File: config.mk
export PLATFORM = sky130hd
export DESIGN_NAME = bcd_serial_add_ctrl_flat
export DESIGN_NICKNAME = d
export VERILOG_FILES = /design/src/rtl/bcd_serial_add_if.sv /design/src/rtl/bcd_serial_add_ctrl.sv /design/src/flat_wrapper.sv
export SDC_FILE = /design/constraint.sdc
export NUM_CORES = 1
export LEC_CHECK = 0
export ABC_AREA = 0
export CAP_MARGIN = 30
export CORE_ASPECT_RATIO = 1.5
export CORE_MARGIN = 2
export CORE_UTILIZATION = 41
export CTS_CLUSTER_DIAMETER = 40
export DETAILED_ROUTE_END_ITERATION = 10
export GPL_TIMING_DRIVEN = 0
export PLACE_DENSITY = 0.76
export SYNTH_ARGS = -nofsm -noshare
export SYNTH_HDL_FRONTEND = slang
export SYNTH_SLANG_ARGS = --single-unit
export TNS_END_PERCENT = 100
File: constraint.sdc
create_clock -name clk -period 4.5 [get_ports clk]
set_input_delay 0.9 -clock clk [delete_from_list [all_inputs] [get_ports clk]]
set_output_delay 0.9 -clock clk [all_outputs]
set_load 0.05 [all_outputs]
File: src/rtl/bcd_serial_add_if.sv
// Bus between the system control path, the shared BCD digit adder and bcd_serial_add_ctrl.
// Optional macro BCD_SUB_EN adds the `sub` request qualifier.
interface bcd_serial_add_if #(
  parameter int DIGITS = 4
);
  logic                  start;
  logic [4*DIGITS-1:0]   a;
  logic [4*DIGITS-1:0]   b;
  logic                  c_in;
`ifdef BCD_SUB_EN
  logic                  sub;
`endif
  logic [3:0]            dig_x;
  logic [3:0]            dig_y;
  logic                  dig_cin;
  logic [3:0]            dig_z;
  logic                  dig_cout;
  logic                  busy;
  logic                  done;
  logic [4*DIGITS-1:0]   sum;
  logic                  c_out;

`ifdef BCD_SUB_EN
  modport master (
    output start, a, b, c_in, sub, dig_z, dig_cout,
    input  dig_x, dig_y, dig_cin, busy, done, sum, c_out
  );
  modport slave (
    input  start, a, b, c_in, sub, dig_z, dig_cout,
    output dig_x, dig_y, dig_cin, busy, done, sum, c_out
  );
`else
  modport master (
    output start, a, b, c_in, dig_z, dig_cout,
    input  dig_x, dig_y, dig_cin, busy, done, sum, c_out
  );
  modport slave (
    input  start, a, b, c_in, dig_z, dig_cout,
    output dig_x, dig_y, dig_cin, busy, done, sum, c_out
  );
`endif
endinterface

File: src/rtl/bcd_serial_add_ctrl.sv
// Digit-serial sequencer feeding one shared BCD digit adder, LSD first.
// Optional macro BCD_SUB_EN: latched `sub` selects 10s-complement subtraction.
module bcd_serial_add_ctrl #(
  parameter int DIGITS = 4
) (
  input logic             clk,
  input logic             rst,
  bcd_serial_add_if.slave bus
);
  localparam int W     = 4 * DIGITS;
  localparam int CNT_W = $clog2(DIGITS);
  localparam logic [CNT_W-1:0] CNT_LAST = CNT_W'(DIGITS - 1);
  localparam logic [CNT_W-1:0] CNT_ONE  = CNT_W'(1);

  typedef enum logic [1:0] {
    IDLE = 2'd0,
    RUN  = 2'd1,
    DONE = 2'd2
  } state_t;

  state_t           state_r;
  state_t           next_state_s;
  logic [W-1:0]     a_r;
  logic [W-1:0]     b_r;
  logic [W-1:0]     sum_r;
  logic [CNT_W-1:0] cnt_r;
  logic             carry_r;
  logic             c_out_r;
  logic             busy_r;
  logic             done_r;
  logic             carry_init_s;
  logic [3:0]       dig_y_s;
`ifdef BCD_SUB_EN
  logic             sub_r;
`endif

  // Adder operand select; subtraction feeds the 9s complement with a forced carry-in.
  always_comb begin
    dig_y_s      = b_r[3:0];
    carry_init_s = bus.c_in;
`ifdef BCD_SUB_EN
    if (sub_r) begin
      dig_y_s = 4'd9 - b_r[3:0];
    end else begin
      dig_y_s = b_r[3:0];
    end
    if (bus.sub) begin
      carry_init_s = 1'b1;
    end else begin
      carry_init_s = bus.c_in;
    end
`endif
  end

  // Next-state decode.
  always_comb begin
    next_state_s = state_r;
    case (state_r)
      IDLE: begin
        if (bus.start) begin
          next_state_s = RUN;
        end else begin
          next_state_s = IDLE;
        end
      end
      RUN: begin
        if (cnt_r == CNT_LAST) begin
          next_state_s = DONE;
        end else begin
          next_state_s = RUN;
        end
      end
      DONE:    next_state_s = IDLE;
      default: next_state_s = IDLE;
    endcase
  end

  // State register; busy/done registered from the next state so they track it exactly.
  always_ff @(posedge clk or posedge rst) begin
    if (rst) begin
      state_r <= IDLE;
      busy_r  <= 1'b0;
      done_r  <= 1'b0;
    end else begin
      state_r <= next_state_s;
      busy_r  <= (next_state_s == RUN);
      done_r  <= (next_state_s == DONE);
    end
  end

  // Operand capture, digit shifting, carry ripple and result collection.
  always_ff @(posedge clk or posedge rst) begin
    if (rst) begin
      a_r     <= {W{1'b0}};
      b_r     <= {W{1'b0}};
      sum_r   <= {W{1'b0}};
      cnt_r   <= {CNT_W{1'b0}};
      carry_r <= 1'b0;
      c_out_r <= 1'b0;
`ifdef BCD_SUB_EN
      sub_r   <= 1'b0;
`endif
    end else begin
      case (state_r)
        IDLE: begin
          if (bus.start) begin
            a_r     <= bus.a;
            b_r     <= bus.b;
            carry_r <= carry_init_s;
            cnt_r   <= {CNT_W{1'b0}};
`ifdef BCD_SUB_EN
            sub_r   <= bus.sub;
`endif
          end
        end
        RUN: begin
          sum_r   <= {bus.dig_z, sum_r[W-1:4]};
          carry_r <= bus.dig_cout;
          a_r     <= {4'd0, a_r[W-1:4]};
          b_r     <= {4'd0, b_r[W-1:4]};
          // Counter parks on the last digit instead of wrapping.
          if (cnt_r == CNT_LAST) begin
            c_out_r <= bus.dig_cout;
          end else begin
            cnt_r <= cnt_r + CNT_ONE;
          end
        end
        default: begin
        end
      endcase
    end
  end

  assign bus.dig_x   = a_r[3:0];
  assign bus.dig_y   = dig_y_s;
  assign bus.dig_cin = carry_r;
  assign bus.busy    = busy_r;
  assign bus.done    = done_r;
  assign bus.sum     = sum_r;
  assign bus.c_out   = c_out_r;
endmodule
File: src/flat_wrapper.sv
// flat-port wrapper written by rule: the top's interface ports become plain ports
module bcd_serial_add_ctrl_flat 
#(
  parameter int DIGITS = 4
)
  (clk, rst, bus_start, bus_a, bus_b, bus_c_in, bus_dig_z, bus_dig_cout, bus_dig_x, bus_dig_y, bus_dig_cin, bus_busy, bus_done, bus_sum, bus_c_out);
  bcd_serial_add_if #(.DIGITS(DIGITS)) bus_i ();
  input logic clk;
  input logic rst;
  input wire logic [$bits(bus_i.start)-1:0] bus_start;
  input wire logic [$bits(bus_i.a)-1:0] bus_a;
  input wire logic [$bits(bus_i.b)-1:0] bus_b;
  input wire logic [$bits(bus_i.c_in)-1:0] bus_c_in;
  input wire logic [$bits(bus_i.dig_z)-1:0] bus_dig_z;
  input wire logic [$bits(bus_i.dig_cout)-1:0] bus_dig_cout;
  output wire logic [$bits(bus_i.dig_x)-1:0] bus_dig_x;
  output wire logic [$bits(bus_i.dig_y)-1:0] bus_dig_y;
  output wire logic [$bits(bus_i.dig_cin)-1:0] bus_dig_cin;
  output wire logic [$bits(bus_i.busy)-1:0] bus_busy;
  output wire logic [$bits(bus_i.done)-1:0] bus_done;
  output wire logic [$bits(bus_i.sum)-1:0] bus_sum;
  output wire logic [$bits(bus_i.c_out)-1:0] bus_c_out;
  assign bus_i.start = bus_start;
  assign bus_i.a = bus_a;
  assign bus_i.b = bus_b;
  assign bus_i.c_in = bus_c_in;
  assign bus_i.dig_z = bus_dig_z;
  assign bus_i.dig_cout = bus_dig_cout;
  assign bus_dig_x = bus_i.dig_x;
  assign bus_dig_y = bus_i.dig_y;
  assign bus_dig_cin = bus_i.dig_cin;
  assign bus_busy = bus_i.busy;
  assign bus_done = bus_i.done;
  assign bus_sum = bus_i.sum;
  assign bus_c_out = bus_i.c_out;
  bcd_serial_add_ctrl #(.DIGITS(DIGITS)) u_core (.clk(clk), .rst(rst), .bus(bus_i));
endmodule
==> run summary, run 1 <==
first-pass GRT wire length -> 10.4 mm
synth-to-layout area growth -> 35.1%
Max Buffers Root-to-Sink -> 2
CTS resizes -> 0
Yosys reg bits -> 56
Core Rows -> 35
register area -> 1400 µm²
crit-path max cell delay -> 780 ps
Post-CTS Setup Bufs -> 0
TritonCTS buffer count -> 5
Final TNS setup -> 0 ps
CTS tree -> built
number of buffers and inverters on the critical path -> 2
final setup margin -> 2010 ps
area occupied by multi-input gates -> 968 µm²
H-tree levels -> 2
Synth Net Count -> 302
Synth Cell Area -> 2560 µm²
DR vias/cell -> 5.17
number of synthesized flops with an enable pin -> 0
clk_skew -> 7.82 ps
Final GP Congestion -> 0.827
Remaining DRCs -> 0
hold_buf cts -> 0
initial antenna violation count -> 0
pin count of the biggest net entering global routing -> 34
worst skew pair latency -> 310 ps
Crit Path Max Fanout -> 2
leading area contributor after synthesis -> dfrtp_1
Max Freq -> 0.401 GHz
Setup WS pre-CTS -> 2030 ps
Lkg Pwr -> 1.54 nW
cell area power density -> 763 nW/µm²
RSZ-0062 raised after global routing -> no
final wirelength -> 6.25 mm
HP Class -> reg2reg
VDD IR max -> 0.487 mV
top post-synthesis cells by count -> 62 x nand2_1, 56 x dfrtp_1, 17 x o21ai_0
Ys Warns -> 0
total gr overflow -> 0
max_slew headroom -> 0.579
most frequent cell after synthesis -> nand2_1
post-route ant nets -> 0
mean area per synthesized cell -> 9.86 µm²
fraction of layout cells with a size suffix above 1 -> 0.110
Critical-path top delay cell -> clkdlybuf4s50_1
wire per inst -> 15.2 µm
CP cell instances -> buf_4 -> clkdlybuf4s50_1
Cells after Synth -> 260
# IOs -> 69
# nets final -> 378
Die X -> 68.6 µm
area of the core -> 6090 µm²
clock root buffer master -> clkbuf_8
I/O Buffers -> 68
CP required -> 3600 ps
status -> completed
Worst Tran Pin Value -> 630 ps
Synth top area share -> 0.547
clock slew at reported path FFs -> 100 ps
die area -> 6910 µm²
initial core utilization -> 0.421
final hold slack -> 484 ps
Final Hold Violating Endpoints -> 0
period utilization -> 0.554
# fillers -> 558
synth top area cells -> dfrtp_1 55%, nand2_1 9.1%, nor3b_1 3.8%, o21ai_0 3.3%, buf_4 3.2%
share of flip-flops with an asynchronous set or reset -> 1.00
Setup-failing EPs final -> 0
ANT cells -> 0
Startpoint Class -> flop
clock sink total -> 56
max-slew violation count -> 0
die height -> 101 µm
critical path type -> reg2out
vias in the first global route -> 2232
Critical Path Sink Type -> output pin
dpl hpwl -> 4.60 mm
sequential fraction of the synthesis area -> 0.547
worst path arrival time -> 1590 ps
Synth Flop Type -> dfrtp_1
vias post-DR -> 2123
fin crit period -> 2490 ps
initial drt markers -> 60
gr usage total -> 0.200
first-pass iteration count of the detailed router -> 4
post-synth cell types -> 28
MaxCap Viol Count -> 0
CP top delay family -> buffers and inverters
==> layer usage <==
metal,track usage,share of wire,up-vias
met5,0,0,-
met4,0.0862,0.030,0
met3,0.0291,0.044,12
met2,0.355,0.51,58
met1,0.229,0.42,1020
li1,-,-,1033
==> report_power, final <==
| part | switching (mW) | internal (mW) | total [mW] | leakage, nW |
|---|---|---|---|---|
| registers | 0.150 | 0.728 | 0.878 | 0.693 |
| logic | 0.870 | 0.568 | 1.44 | 0.794 |
| clock network | 0.160 | 0.166 | 0.326 | 0.0552 |
| total | 1.18 | 1.46 | 2.64 | 1.54 |
==> path summary, 6_finish.rpt <==
path	depth (start not counted)	slack (ps)	to	start
setup / recovery	2	2010	bus_dig_y[1]	u_core.b_r[1]
hold / removal	2	480	u_core.bus.sum[0]	u_core.bus.sum[0]
setup reg to reg	5	2930	u_core.a_r[11]	u_core.state_r[1]
hold reg to reg	2	480	u_core.bus.sum[0]	u_core.bus.sum[0]
max in group asynchronous	3	2990	u_core.cnt_r[0]	rst
min in group asynchronous	2	950	u_core.bus.sum[2]	rst
==> flip-flops by register name, summed over array words and instances (netlist names) <==
register and count:
u_core.b_r 16, u_core.bus.busy 1, u_core.bus.sum 16, u_core.bus.dig_cin 1, u_core.state_r 2, u_core.cnt_r 2
u_core.a_r 16, u_core.bus.c_out 1, u_core.bus.done 1
==> worst reg2reg max path, delay by kind of cell, from the launching register on <==
kind	cells	cell delay (ps)
AO/OA/AOI/OAI	1	170
buffers and inverters	2	340
flip-flops	1	380
AND/OR/NAND/NOR	2	570
==> cell type report <==
cell class,instances,share of cell area
multi-input combinational,170,0.280
timing repair buffer,69,0.202
clock buffer,6,0.0209
buffer,26,0.0473
tap,74,0.0267
clock inverter,2,0.0101
sequential,56,0.404
inverter,8,0.00867
==> stage by stage <==
| step | std cells | utilization | total power, mW | area, µm² |
|---|---|---|---|---|
| 6_report | 411 | 0.569 | 2.64 | 3460 |
| 5_1_grt | 411 | 0.569 | 2.82 | 3460 |
| 4_1_cts | 411 | 0.569 | 2.66 | 3460 |
| 3_5_place_dp | 403 | 0.551 | 2.34 | 3360 |
| 3_3_place_gp | 402 | 0.548 | 2.30 | 3340 |
| 2_1_floorplan | 260 | - | 1.88 | 2560 |
==> logic make-up (layout without fill, tap and decap cells) <==
logic type / count (synthesis) / in the layout / synth area share
simple gates: 116 / 116 / 0.219
flops: 56 / 56 / 0.547
compound gates: 52 / 52 / 0.149
buf+inv: 34 / 111 / 0.0756
fa+ha+maj: 1 / 1 / 0.00488
mux: 1 / 1 / 0.00439
==> cells in the final DEF (no fill, tap or decap), types with 4 or more instances in the layout <==
| master | synthesis | final |
|---|---|---|
| a21oi_1 | 8 | 8 |
| a221o_1 | 7 | 7 |
| buf_2 | 8 | 8 |
| buf_4 | 11 | 11 |
| clkbuf_1 | 5 | 6 |
| clkbuf_8 | 0 | 5 |
| clkdlybuf4s50_1 | 0 | 68 |
| dfrtp_1 | 56 | 56 |
| inv_1 | 8 | 7 |
| nand2_1 | 62 | 62 |
| nand2b_1 | 10 | 10 |
| nand3b_1 | 5 | 5 |
| nor2_1 | 7 | 7 |
| nor2b_1 | 4 | 4 |
| nor3_1 | 10 | 10 |
| nor3b_1 | 13 | 13 |
| o21ai_0 | 17 | 17 |
| o221a_2 | 5 | 5 |
| o22a_1 | 6 | 6 |
No activity file was read; power rests on OpenSTA's default activity.
==> run 2: changes to the inputs <==
- PLACE_DENSITY: 0.76 -> 0.78
- clock period: 4.5 -> 2.2 ns (I/O delays scaled with it)
==> run 2 against run 1 <==
Net effect:
- worst hold slack got worse by 2.3 ps
- via count rose by 1.7%
- die area did not move
- worst setup slack got worse by 1800 ps
- final cell count did not move
- register-to-register slack got worse by 2300 ps
- global-route usage rose by 0.19 points
- utilization rose by 0.31 points
- largest cell class unchanged
- sequential share of layout area fell by 0.22 points
- critical path type unchanged
==> run summary, run 2 (same netlist as run 1, synthesis figures left out) <==
status -> completed
Setup-failing EPs final -> 0
vias in the first global route -> 2295
dpl hpwl -> 4.59 mm
placed cell areas -> 3360 µm²
Lkg Pwr -> 1.55 nW
commonest non-fill, non-tap cell in the layout -> clkdlybuf4s50_1
clock slew at reported path FFs -> 100 ps
first-pass GRT wire length -> 10.6 mm
VDD IR max -> 0.859 mV
total gr overflow -> 0
MaxCap Viol Count -> 0
Die X -> 68.6 µm
hold_buf cts -> 0
# nets final -> 378
fin crit period -> 2020 ps
vias post-DR -> 2159
design area -> 3480 µm²
Setup WS pre-CTS -> 151 ps
max-slew violation count -> 0
first-pass iteration count of the detailed router -> 5
wire per inst -> 15.0 µm
period utilization -> 0.918
Core Rows -> 35
initial antenna violation count -> 0
Worst Tran Pin Value -> 586 ps
I/O Buffers -> 68
Critical Path Sink Type -> output pin
die height -> 101 µm
crit-path max cell delay -> 790 ps
worst path arrival time -> 1580 ps
HP Class -> reg2reg
Crit Path Max Fanout -> 2
final setup margin -> 181 ps
DR vias/cell -> 5.25
Final Hold Violating Endpoints -> 0
max_slew headroom -> 0.609
die area -> 6910 µm²
clk_skew -> 7.37 ps
Post-CTS Setup Bufs -> 0
gr usage total -> 0.202
# IOs -> 69
post-route ant nets -> 0
# fillers -> 530
TritonCTS buffer count -> 5
clock sink total -> 56
fraction of layout cells with a size suffix above 1 -> 0.113
area of the core -> 6090 µm²
RSZ-0062 raised after global routing -> no
CP required -> 1760 ps
CP top delay family -> buffers and inverters
ANT cells -> 0
H-tree levels -> 2
total chip power -> 5.48 mW
cell area power density -> 1570 nW/µm²
Final GP Congestion -> 0.857
clock root buffer master -> clkbuf_8
Max Buffers Root-to-Sink -> 2
Remaining DRCs -> 0
synth-to-layout area growth -> 35.9%
CP cell instances -> buf_4 -> clkdlybuf4s50_1
R2R Setup Slk -> 620 ps
most frequent cells in the layout -> 68 x clkdlybuf4s50_1, 62 x nand2_1, 56 x dfrtp_1, 17 x o21ai_0, 13 x nor3b_1
CTS tree -> built
pin count of the biggest net entering global routing -> 30
Final TNS setup -> 0 ps
critical path type -> reg2out
initial core utilization -> 0.421
Max Freq -> 0.495 GHz
number of buffers and inverters on the critical path -> 2
Critical-path top delay cell -> clkdlybuf4s50_1
Startpoint Class -> flop
initial drt markers -> 82
end-of-flow core utilization -> 0.572
CTS resizes -> 0
worst skew pair latency -> 310 ps
final wirelength -> 6.17 mm
run 2: cell types whose count changed in the layout (fill, tap and decap cells not counted):
cell	before	now
clkinv_2	1	0
clkbuf_8	5	7
clkbuf_1	6	5
run 2: per-stage QoR:
step | hold slack [ps] | instances
6_report | 482 | 411
5_1_grt | 527 | 411
4_1_cts | 485 | 411
3_5_place_dp | 462 | 403
3_3_place_gp | 459 | 402
2_1_floorplan | 473 | 260
run 2: final cells by class:
cell class                      count  area [µm²]  area share
Sequential cell                    56        1400       0.402
Tap cell                           74        92.6      0.0266
Multi-Input combinational cell    170         968       0.278
Clock inverter                      1        30.0     0.00862
Inverter                            8        30.0     0.00862
Timing Repair Buffer               69         701       0.201
Buffer                             26         164      0.0471
Clock buffer                        7        96.3      0.0277
run 2: path summary, 6_finish.rpt:
check,from,to,cells after the start
worst max-delay path,u_core.a_r[0],bus_dig_x[0],2
worst min-delay path,u_core.bus.sum[1],u_core.bus.sum[1],2
worst max register to register,u_core.state_r[0],u_core.cnt_r[0],4
worst min register to register,u_core.bus.sum[1],u_core.bus.sum[1],2
max in group asynchronous,rst,u_core.a_r[15],3
min in group asynchronous,rst,u_core.bus.sum[8],2
run 2: worst register-to-register path: stages, from the launching register on:
cell and delay [ps]:
dfrtp_1 480, buf_4 210, o21bai_1 490, nand2_1 120
o311ai_0 150
run 2: metal layers:
layer | share of wire | track usage | vias to the layer above
li1 | - | - | 1031
met1 | 0.40 | 0.229 | 1062
met2 | 0.53 | 0.351 | 56
met3 | 0.047 | 0.0391 | 10
met4 | 0.023 | 0.0923 | 0
met5 | 0 | 0 | -
run 2: power by group:
part	switching (mW)	internal [mW]	total [mW]
logic	1.80	1.16	2.96
clock network	0.327	0.402	0.729
registers	0.306	1.49	1.79
==> run 3: changes to the inputs <==
- PLACE_DENSITY: 0.78 -> 0.71
==> run 3 against run 2 <==
Net effect:
- sequential power hardly changed
- highest routed layer unchanged
- first-iteration DRC count is 20% higher
- worst setup slack worse by 3.4 ps
- non-clock buffer count stayed put
- combinational power hardly changed
- sequential cell count stayed put
- sequential share of layout area is 0.38 points higher
- power is 3.0% lower
- critical path depth stayed put
- fmax is 0.17% lower
- global-route usage is 0.34 points lower
==> run summary, run 3 (same netlist as run 1, synthesis figures left out) <==
# fillers -> 603
Post-CTS Setup Bufs -> 0
first-pass iteration count of the detailed router -> 5
gr usage total -> 0.198
total chip power -> 5.32 mW
# IOs -> 69
Final GP Congestion -> 0.802
Final Hold Violating Endpoints -> 0
die area -> 6910 µm²
die height -> 101 µm
Critical Path Sink Type -> output pin
CTS tree -> built
Final TNS setup -> 0 ps
MaxCap Viol Count -> 0
Max Buffers Root-to-Sink -> 2
area of the core -> 6090 µm²
reg2reg start -> u_core.state_r[0]
H-tree levels -> 2
clock slew at reported path FFs -> 100 ps
most frequent cells in the layout -> 68 x clkdlybuf4s50_1, 62 x nand2_1, 56 x dfrtp_1, 17 x o21ai_0, 13 x nor3b_1
# nets final -> 378
initial core utilization -> 0.421
Remaining DRCs -> 0
period utilization -> 0.919
CP required -> 1760 ps
TritonCTS buffer count -> 5
Layout Cells excl Fill -> 411
worst skew pair latency -> 310 ps
dpl hpwl -> 4.53 mm
post-route ant nets -> 0
Core Rows -> 35
initial antenna violation count -> 0
critical path type -> reg2out
first-pass GRT wire length -> 10.3 mm
placed cell areas -> 3360 µm²
Worst Tran Pin Value -> 686 ps
Die X -> 68.6 µm
Crit Path Max Fanout -> 2
worst path arrival time -> 1580 ps
wire per inst -> 14.8 µm
design area -> 3450 µm²
clock sink total -> 56
final hold slack -> 464 ps
pin count of the biggest net entering global routing -> 35
commonest non-fill, non-tap cell in the layout -> clkdlybuf4s50_1
hold_buf cts -> 0
max_slew headroom -> 0.541
clock root buffer master -> clkbuf_8
HP Class -> in2async
VDD IR max -> 0.753 mV
initial drt markers -> 98
clk_skew -> 3.47 ps
fraction of layout cells with a size suffix above 1 -> 0.110
Lkg Pwr -> 1.53 nW
cell area power density -> 1540 nW/µm²
Post-Place Cells -> 403
Setup-failing EPs final -> 0
total gr overflow -> 0
DR vias/cell -> 5.17
Startpoint Class -> flop
RSZ-0062 raised after global routing -> no
status -> completed
fin crit period -> 2020 ps
final wirelength -> 6.07 mm
max-slew violation count -> 0
vias post-DR -> 2126
CTS resizes -> 0
vias in the first global route -> 2125
I/O Buffers -> 68
Worst Setup SP -> u_core.b_r[2]
ANT cells -> 0
Max Freq -> 0.494 GHz
synth-to-layout area growth -> 34.6%
run 3: routing by layer:
| metal | routed length [µm] | up-vias | global-route usage |
|---|---|---|---|
| met4 | 106 | 0 | 0.0646 |
| li1 | - | 1035 | - |
| met2 | 3150 | 67 | 0.342 |
| met1 | 2510 | 1017 | 0.245 |
| met5 | 0 | - | 0 |
| met3 | 295 | 7 | 0.0324 |
run 3: power by group:
| part | switching [mW] | internal, mW | leakage (nW) |
|---|---|---|---|
| clock | 0.339 | 0.257 | 0.0445 |
| combinational | 1.78 | 1.16 | 0.794 |
| sequential | 0.291 | 1.49 | 0.693 |
run 3: path summary, 6_finish.rpt:
kind                                            to  slack, ps  depth (start not counted)
worst max-delay path                  bus_dig_y[2]        180                          2
worst min-delay path            u_core.bus.sum[10]        460                          2
worst max register to register     u_core.cnt_r[1]        610                          4
worst min register to register   u_core.bus.sum[1]        480                          2
max in group asynchronous           u_core.a_r[14]       1200                          3
min in group clk                 u_core.bus.sum[1]        480                          2
run 3: area by class of cell:
class / instances / area [µm²] / share of cell area
multi-input cells: 170 / 968 / 0.281
repair buffers: 69 / 701 / 0.203
plain buffers: 26 / 164 / 0.0475
well taps: 74 / 92.6 / 0.0268
flip-flops and latches: 56 / 1400 / 0.406
clock buffers: 7 / 86.3 / 0.0250
inverters: 8 / 30.0 / 0.00870
clock inverters: 1 / 7.51 / 0.00218
run 3: metrics by stage:
stage           util  setup slack [ps]
3_3_place_gp   0.548              -661
2_1_floorplan      -               389
4_1_cts        0.567               162
5_1_grt        0.567               129
3_5_place_dp   0.551               142
6_report       0.567               178
run 3: worst max-delay path: stages (launching register included):
cell             delay (ps)
dfrtp_1                 370
buf_4                   110
clkdlybuf4s50_1         790
